## src/rtl/reg_file_gen.sv

```systemverilog
// Parametrised register file: DEPTH x WIDTH registers, masked multi-select update,
// two combinational read ports, sticky per-register overflow flags, event pulse.
// Optional macro REGFILE_SAT_EN: inc/dec saturate instead of wrapping.

module reg_file_gen_cell #(
  parameter int WIDTH = 8
) (
  input  logic             clk_i,
  input  logic             rst_i,
  input  logic             sel_i,
  input  logic [2:0]       fun_i,
  input  logic [WIDTH-1:0] din_i,
  output logic [WIDTH-1:0] data_o,
  output logic             ovf_o,
  output logic             evt_o
);
  logic [WIDTH-1:0] data_q, data_d;
  logic             ovf_q, ovf_d;

  always_comb begin
    data_d = data_q;
    ovf_d  = ovf_q;
    evt_o  = 1'b0;
    if (sel_i) begin
      case (fun_i)
        3'b000: begin
          data_d = data_q - 1'b1;
          if (data_q == '0) begin
            evt_o = 1'b1;
`ifdef REGFILE_SAT_EN
            data_d = data_q;
`endif
          end
        end
        3'b001: begin
          data_d = data_q + 1'b1;
          if (data_q == '1) begin
            evt_o = 1'b1;
`ifdef REGFILE_SAT_EN
            data_d = data_q;
`endif
          end
        end
        3'b010: data_d = din_i;
        3'b011: data_d = '0;
        3'b100: data_d = {data_q[WIDTH-2:0], 1'b0};
        3'b101: data_d = {1'b0, data_q[WIDTH-1:1]};
        3'b110: data_d = {data_q[WIDTH-2:0], data_q[WIDTH-1]};
        default: data_d = data_q;
      endcase
      if (evt_o) ovf_d = 1'b1;
      // load/clear is ordered last so a clear beats a same-edge set
      if (fun_i == 3'b010 || fun_i == 3'b011) ovf_d = 1'b0;
    end
  end

  always_ff @(posedge clk_i) begin
    if (rst_i) begin
      data_q <= '0;
      ovf_q  <= 1'b0;
    end else begin
      data_q <= data_d;
      ovf_q  <= ovf_d;
    end
  end

  assign data_o = data_q;
  assign ovf_o  = ovf_q;
endmodule

module reg_file_gen #(
  parameter  int WIDTH = 8,
  parameter  int DEPTH = 4,
  localparam int SEL_W = $clog2(DEPTH)
) (
  input  logic             CLK,
  input  logic             Reset,
  input  logic [WIDTH-1:0] I,
  input  logic [2:0]       FunSel,
  input  logic [DEPTH-1:0] RegSel,
  input  logic [SEL_W-1:0] OutASel,
  input  logic [SEL_W-1:0] OutBSel,
  output logic [WIDTH-1:0] OutA,
  output logic [WIDTH-1:0] OutB,
  output logic [DEPTH-1:0] OvfFlags,
  output logic             Evt
);
  logic [DEPTH-1:0][WIDTH-1:0] regs;
  logic [DEPTH-1:0]            ovf_evt;
  logic                        evt_q;

  for (genvar k = 0; k < DEPTH; k++) begin : g_reg
    reg_file_gen_cell #(.WIDTH(WIDTH)) u_cell (
      .clk_i  (CLK),
      .rst_i  (Reset),
      .sel_i  (RegSel[k]),
      .fun_i  (FunSel),
      .din_i  (I),
      .data_o (regs[k]),
      .ovf_o  (OvfFlags[k]),
      .evt_o  (ovf_evt[k])
    );
  end

  always_ff @(posedge CLK) begin
    if (Reset) evt_q <= 1'b0;
    else       evt_q <= |ovf_evt;
  end
  assign Evt = evt_q;

  // select by compare so out-of-range selects (non-power-of-two DEPTH) read zero
  always_comb begin
    OutA = '0;
    OutB = '0;
    for (int k = 0; k < DEPTH; k++) begin
      if (OutASel == SEL_W'(k)) OutA = regs[k];
      if (OutBSel == SEL_W'(k)) OutB = regs[k];
    end
  end
endmodule

```

## config.mk

```make
export PLATFORM = sky130hd
export DESIGN_NAME = reg_file_gen
export DESIGN_NICKNAME = d
export VERILOG_FILES = /design/src/rtl/reg_file_gen.sv
export SDC_FILE = /design/constraint.sdc
export NUM_CORES = 1
export LEC_CHECK = 0
export CORE_ASPECT_RATIO = 1.4
export CORE_MARGIN = 3
export CORE_UTILIZATION = 50
export DETAILED_ROUTE_END_ITERATION = 6
export PLACE_DENSITY = 0.72
export SYNTH_ARGS = -nofsm -noshare
export SYNTH_HDL_FRONTEND = slang
export SYNTH_SLANG_ARGS = --single-unit
```

## constraint.sdc

```tcl
create_clock -name CLK -period 3.75 [get_ports CLK]
set_input_delay 0.5625 -clock CLK [delete_from_list [all_inputs] [get_ports CLK]]
set_output_delay 0.5625 -clock CLK [all_outputs]
set_load 0.005 [all_outputs]
```

After elaboration in Yosys (flattened, before gate mapping)
Cells that the tools add are included.

word-level totals
  output and inout port bits = 21
  register bits = 37

cells by class
  reduce and logical (&&, ||, !) cells = 22
  eq/ne operators = 16
  mux-type cells = 40
  add/sub/neg operators = 8

operators with widths
  kind                                                                    number
  8-bit one-hot mux with 7 select lines                                   4
  8-bit 2-to-1 mux                                                        8
  8-bit by 1-bit adder with 8-bit output (second input constant)          4
  8-bit equality test (second input constant)                             4
  8-bit logical NOT                                                       4
  8-bit by 1-bit subtractor with 8-bit output (second input constant)     4
  1-bit 2-to-1 mux                                                        24
  2-bit AND reduction                                                     8
  3-bit equality test (second input constant)                             3
  2-bit equality test (second input constant)                             4
  1-bit one-hot mux with 2 select lines                                   4
  2-bit nonzero test                                                      4
  7-bit nonzero test                                                      1
  3-bit by 2-bit equality test with 1-bit output (second input constant)  2
  2-bit by 1-bit equality test with 1-bit output (second input constant)  2
  2-bit logical NOT                                                       2
  4-bit OR reduction                                                      1
  3-bit by 1-bit equality test with 1-bit output (second input constant)  1
  3-bit logical NOT                                                       1
  1-bit logical OR                                                        1

Depth between registers and ports, before layout
  depth after elaboration = 6
  gate-level depth with buffers = 11
  mapped depth without buffers = 8

By module
Synthesis repeated with hierarchy kept, for this count alone.

unflattened totals
  cell total of the unflattened synthesis = 567
  area, all modules = 4526.8 µm²

modules (own cells, without submodules)
  module             times used  cells each  area each (µm²)  seq. area each (µm²)
  reg_file_gen_cell  4           136         1026.0           180.2
  reg_file_gen       1           23          422.9            20.0

Worst setup path before layout
OpenSTA, ideal clock, no wires.

  path kind = input-to-reg
  start = input port FunSel[0]
  end = register g_reg[3].u_cell.data_q[6]
  stages = 11
  arrival = 3.332 ns
  path slack = 0.303 ns
  path through = buf_2 > buf_2 > buf_2 > buf_2 > nand2_1 > fa_1 > a211oi_1 > o21bai_1 > a21oi_1 > mux2i_1 > nand2_1

between the ends
  word-level cells in the longest chain between the ends = 3
  elaborated cells on any way between the ends = 10
  those cells by class = 6 x eq/ne; 1 x mux; 3 x reduce/logical

ends and longest elaborated chain
  item                                               line  text
  start: declaration                                 79    input logic [2:0] FunSel,
  3-bit equality test, or another cell as far along  25    case (fun_i)
  7-bit nonzero test (no line)                       --
  2-bit AND reduction (no line)                      --
  end signal: assignment                             62    data_q <= data_d;
  end: declaration                                   17    logic [WIDTH-1:0] data_q, data_d;

Several ways; a longest one is shown, not always the timed one.
A chain may end at the register's enable or synchronous reset.

Final worst setup path
  start = input port OutASel[0]
  end = output port OutA[3]

between the ends
  word-level cells in the longest chain between the ends = 5
  elaborated cells on any way between the ends = 8
  those cells by class = 3 x eq/ne; 4 x mux; 1 x reduce/logical

ends and longest elaborated chain
  item                            line  text
  start: declaration              81    input logic [SEL_W-1:0] OutASel,
  2-bit logical NOT               116   if (OutASel == SEL_W'(k)) OutA = regs[k];
  8-bit 2-to-1 mux (3 in series)  116
  8-bit 2-to-1 mux *              116
  end: declaration                83    output logic [WIDTH-1:0] OutA,

Every way passes the cells marked *; elsewhere a longest branch is shown, timed or not.

==> flow_metrics.tcl <==
set metrics [dict create \
    cts_tree "yes" \
    vias_per_cell 7.063 \
    first_global_vias 4131 \
    synth_async_sr_flop_share_pct 0 \
    clock_insertion_delay_worst_skew_ns 0.31 \
    library_cells_used_by_synthesis 52 \
    cts_hold_repair.buffers 0 \
    static-leakage-power_nw 1.638 \
    finalSetupViolations 0 \
    finalCritPeriodShare_pct 80.11 \
    hold_viol_final 0 \
    antenna_cells_inserted 0 \
    fill_cells 756 \
    num_vias 4379 \
    crit_path_frequent_cell "sky130_fd_sc_hd__clkdlybuf4s50_1" \
    p_clk_share_pct 21.3 \
    yosysWarningCount 0 \
    ys_seq_area_share_pct 18.13 \
    fin_worst_skew_ns 0.009671 \
    rows 38 \
    report.final.slew_viol_count 0 \
    edff_count_synth 0 \
    tns_ns 0 \
    synth.ff_latch_count 37 \
    fin_util_pct 58.05 \
    postRouteAntennaNets 0 \
    die_h_um 113.0 \
    critical_path.endpoint_type "primary output" \
    run_status "completed" \
    synth.cell_area_sq_um 4085 \
    maximum_number_of_pins_on_one_net_before_global_route_repair 60 \
    yosysTopAreaCellShare_pct 18.13 \
    total_switching_power_mw 0.5750 \
    worst-path-buf-inv 2 \
    cp_max_fo 8 \
    sw_frac_of_total_pct 39.61 \
    design.portCount 42 \
    cts-resized-gates 0 \
    synth.net_count 564 \
    fmax_mhz 332.9 \
    layout-area-overhead-vs-synth_pct 11.49 \
    critical-path-max-stage-delay_ns 0.82 \
    slew_headroom_pct 24.60 \
    port_buffers 41 \
    clkSlewWorstSetupHoldPaths_ns 0.07 \
    pwr-share-comb_pct 42.5 \
    critical_path_cell_by_cell "clkdlybuf4s50_1, mux4_2, clkdlybuf4s50_1" \
    fin_crit_ns 3.004 \
    cap_violations 0 \
    critical_path.slowest_cell "sky130_fd_sc_hd__clkdlybuf4s50_1" \
    root_buffer_cell "sky130_fd_sc_hd__clkbuf_8" \
    post-place-cells 613 \
    drc_errors 0 \
    final_design_area_no_fill_sq_um 4554 \
    grt.total_usage_pct 29.70 \
    hold_class "reg -> reg" \
    totalWireLength_mm 13.51 \
    cellPowerDensity_nw_per_um2 318.7 \
    coreArea_sq_um 7845 \
    internal_power_mw 0.8765 \
    final_cells 620 \
    drive_above_1_share_pct 6.923 \
    cts_max_path_buffers 2 \
    cp.required_ns 3.19 \
    drt-pass1-iter-count 5 \
    vdd_drop_max_v 0.0001432 \
    routed_wire_length_per_instance_um 21.79 \
    grt_pass1_wl_mm 21.27 \
    htree_num_levels 2 \
    rsz_0062_raised_after_global_routing "no" \
    worst_pin_slew_ns 1.131 \
    post_synth_inst_count 511 \
    synth_area_per_cell_sq_um 7.994 \
    sequentialPowerShare_pct 36.2 \
    clk_sinks 37 \
    synth_top_flop_cell "sky130_fd_sc_hd__dfxtp_1" \
    worstSetupStartpointType "input port" \
    dp_worst_setup_slack_ns 0.7450 \
    critical-path-top-delay-family "buffers and inverters" \
    yosys.area.top_type "sky130_fd_sc_hd__dfxtp_1" \
    worst_ep_arrival_time_ns 2.44 \
    fin_nets 573 \
    chipWidth_um 82.40 \
    post-cts-setup-buffers 0 \
    grt_antenna_before_repair 0 \
    die_area_sq_um 9307 \
    grt-ovfl-total 0 \
    crit_type "in -> out" \
    dr.first_iter.drc_count 551 \
    post-dp-hpwl_mm 9.367 \
    hold-worst-slack_ns 0.4748 \
    post_layout_total_power_mw 1.451 \
    setup_slack_ns 0.7460 \
    number_of_cts_inserted_buffers 5 \
    gpl.final_weighted_congestion 1.002 \
    placed_area_sq_um 4468 \
    initial_utilization_pct 52.07 \
    most_area_consuming_cells_after_synthesis "sky130_fd_sc_hd__dfxtp_1 18%, sky130_fd_sc_hd__mux4_2 8.8%, sky130_fd_sc_hd__ha_1 8.6%" \
]
==> path summary, 6_finish.rpt <==
| kind | startpoint | end | slack, ns | cells past startpoint |
|---|---|---|---|---|
| max reg2reg | g_reg[1].u_cell.data_o[1] | g_reg[1].u_cell.data_o[5] | 1.74 | 6 |
| min | g_reg[2].u_cell.ovf_o | g_reg[2].u_cell.ovf_o | 0.47 | 2 |
| max | OutASel[0] | OutA[3] | 0.75 | 3 |
| min reg2reg | g_reg[2].u_cell.ovf_o | g_reg[2].u_cell.ovf_o | 0.47 | 2 |
==> metal layers <==
layer | global-route usage (%) | share of wire (%)
met1 | 38.70 | 40
met4 | 15.41 | 4.7
met2 | 45.82 | 47
met3 | 5.732 | 8.6
met5 | 0 | 0
==> sequential cells by signal (all words and copies together), names as in the netlist <==
register	cells
g.u_cell.ovf_o	4
Evt	1
g.u_cell.data_o	32
==> cells in the mapped netlist (all sizes together), types with 8 or more instances <==
| master | number |
|---|---|
| xnor2 | 10 |
| dfxtp | 37 |
| a21oi | 46 |
| clkbuf | 26 |
| a211oi | 15 |
| mux2i | 9 |
| nor2 | 29 |
| buf | 22 |
| nor3 | 12 |
| nand2 | 39 |
| o211ai | 20 |
| mux4 | 16 |
| a221oi | 11 |
| a21o | 16 |
| nor2b | 8 |
| o21bai | 9 |
| ha | 28 |
| nor4 | 18 |
| nand4 | 8 |
| or3 | 13 |
| nor4b | 8 |
| o21ai | 40 |
| a22oi | 8 |
==> cell usage in the layout (no fill, tap or decap), types with 3 or more instances in the layout <==
| cell | Yosys | layout |
|---|---|---|
| sky130_fd_sc_hd__a211oi_1 | 15 | 15 |
| sky130_fd_sc_hd__a21o_1 | 16 | 16 |
| sky130_fd_sc_hd__a21oi_1 | 45 | 45 |
| sky130_fd_sc_hd__a221oi_1 | 11 | 11 |
| sky130_fd_sc_hd__a22oi_1 | 8 | 8 |
| sky130_fd_sc_hd__a311o_1 | 7 | 7 |
| sky130_fd_sc_hd__and2_1 | 4 | 4 |
| sky130_fd_sc_hd__and3_1 | 3 | 3 |
| sky130_fd_sc_hd__buf_4 | 4 | 9 |
| sky130_fd_sc_hd__clkbuf_8 | 0 | 6 |
| sky130_fd_sc_hd__clkdlybuf4s50_1 | 0 | 40 |
| sky130_fd_sc_hd__dfxtp_1 | 37 | 37 |
| sky130_fd_sc_hd__fa_1 | 4 | 4 |
| sky130_fd_sc_hd__ha_1 | 28 | 28 |
| sky130_fd_sc_hd__inv_1 | 5 | 5 |
| sky130_fd_sc_hd__mux2_1 | 3 | 3 |
| sky130_fd_sc_hd__mux2i_1 | 9 | 9 |
| sky130_fd_sc_hd__mux4_2 | 16 | 16 |
| sky130_fd_sc_hd__nand2_1 | 39 | 39 |
| sky130_fd_sc_hd__nand2b_1 | 6 | 6 |
| sky130_fd_sc_hd__nand3b_1 | 5 | 5 |
| sky130_fd_sc_hd__nand4_1 | 8 | 8 |
| sky130_fd_sc_hd__nor2_1 | 28 | 28 |
| sky130_fd_sc_hd__nor2b_1 | 8 | 8 |
| sky130_fd_sc_hd__nor3_1 | 12 | 12 |
| sky130_fd_sc_hd__nor4_1 | 18 | 18 |
| sky130_fd_sc_hd__nor4b_1 | 8 | 8 |
| sky130_fd_sc_hd__o211ai_1 | 20 | 20 |
| sky130_fd_sc_hd__o21ai_0 | 29 | 29 |
| sky130_fd_sc_hd__o21ai_1 | 11 | 11 |
| sky130_fd_sc_hd__o21bai_1 | 9 | 9 |
| sky130_fd_sc_hd__o22ai_1 | 6 | 6 |
| sky130_fd_sc_hd__o31ai_1 | 3 | 3 |
| sky130_fd_sc_hd__or3_1 | 13 | 13 |
| sky130_fd_sc_hd__xnor2_1 | 10 | 10 |
==> area by class of cell <==
type	instances	area (sq um)	share of cell area [%]
clock buffer	7	86.33	1.896
timing repair buffer	50	473.0	10.38
inverter	6	22.52	0.4945
tap	100	125.1	2.747
multi-input combinational	420	3107	68.21
sequential	37	740.7	16.26
==> worst register-to-register path: stages (launching register included) <==
cell	delay [ns]
sky130_fd_sc_hd__dfxtp_1	0.56
sky130_fd_sc_hd__ha_1	0.32
sky130_fd_sc_hd__a211oi_1	0.44
sky130_fd_sc_hd__o21bai_1	0.13
sky130_fd_sc_hd__a21oi_1	0.20
sky130_fd_sc_hd__mux2i_1	0.20
sky130_fd_sc_hd__nand2_1	0.06
==> power by group through the flow <==
| stage | combinational [mW] | clock (mW) | sequential (mW) |
|---|---|---|---|
| floorplan | 0.463 | 0 | 0.481 |
| global placement | 0.596 | 0 | 0.528 |
| detailed placement | 0.605 | 0 | 0.531 |
| CTS | 0.609 | 0.312 | 0.521 |
| global route | 0.681 | 0.327 | 0.532 |
| finish | 0.617 | 0.310 | 0.525 |
==> cell families (layout without fill, tap and decap cells) <==
logic type | after synthesis | count (layout) | synth area share, %
buffers and inverters | 54 | 63 | 5.819
muxes | 28 | 28 | 11.85
adders and majority gates | 32 | 32 | 10.54
and+or+nand+nor | 157 | 157 | 20.37
AOI/OAI and AO/OA | 193 | 193 | 31.15
xor gates and xnor gates | 10 | 10 | 2.144
DFF | 37 | 37 | 18.13
No activity file was read; power rests on OpenSTA's default activity.
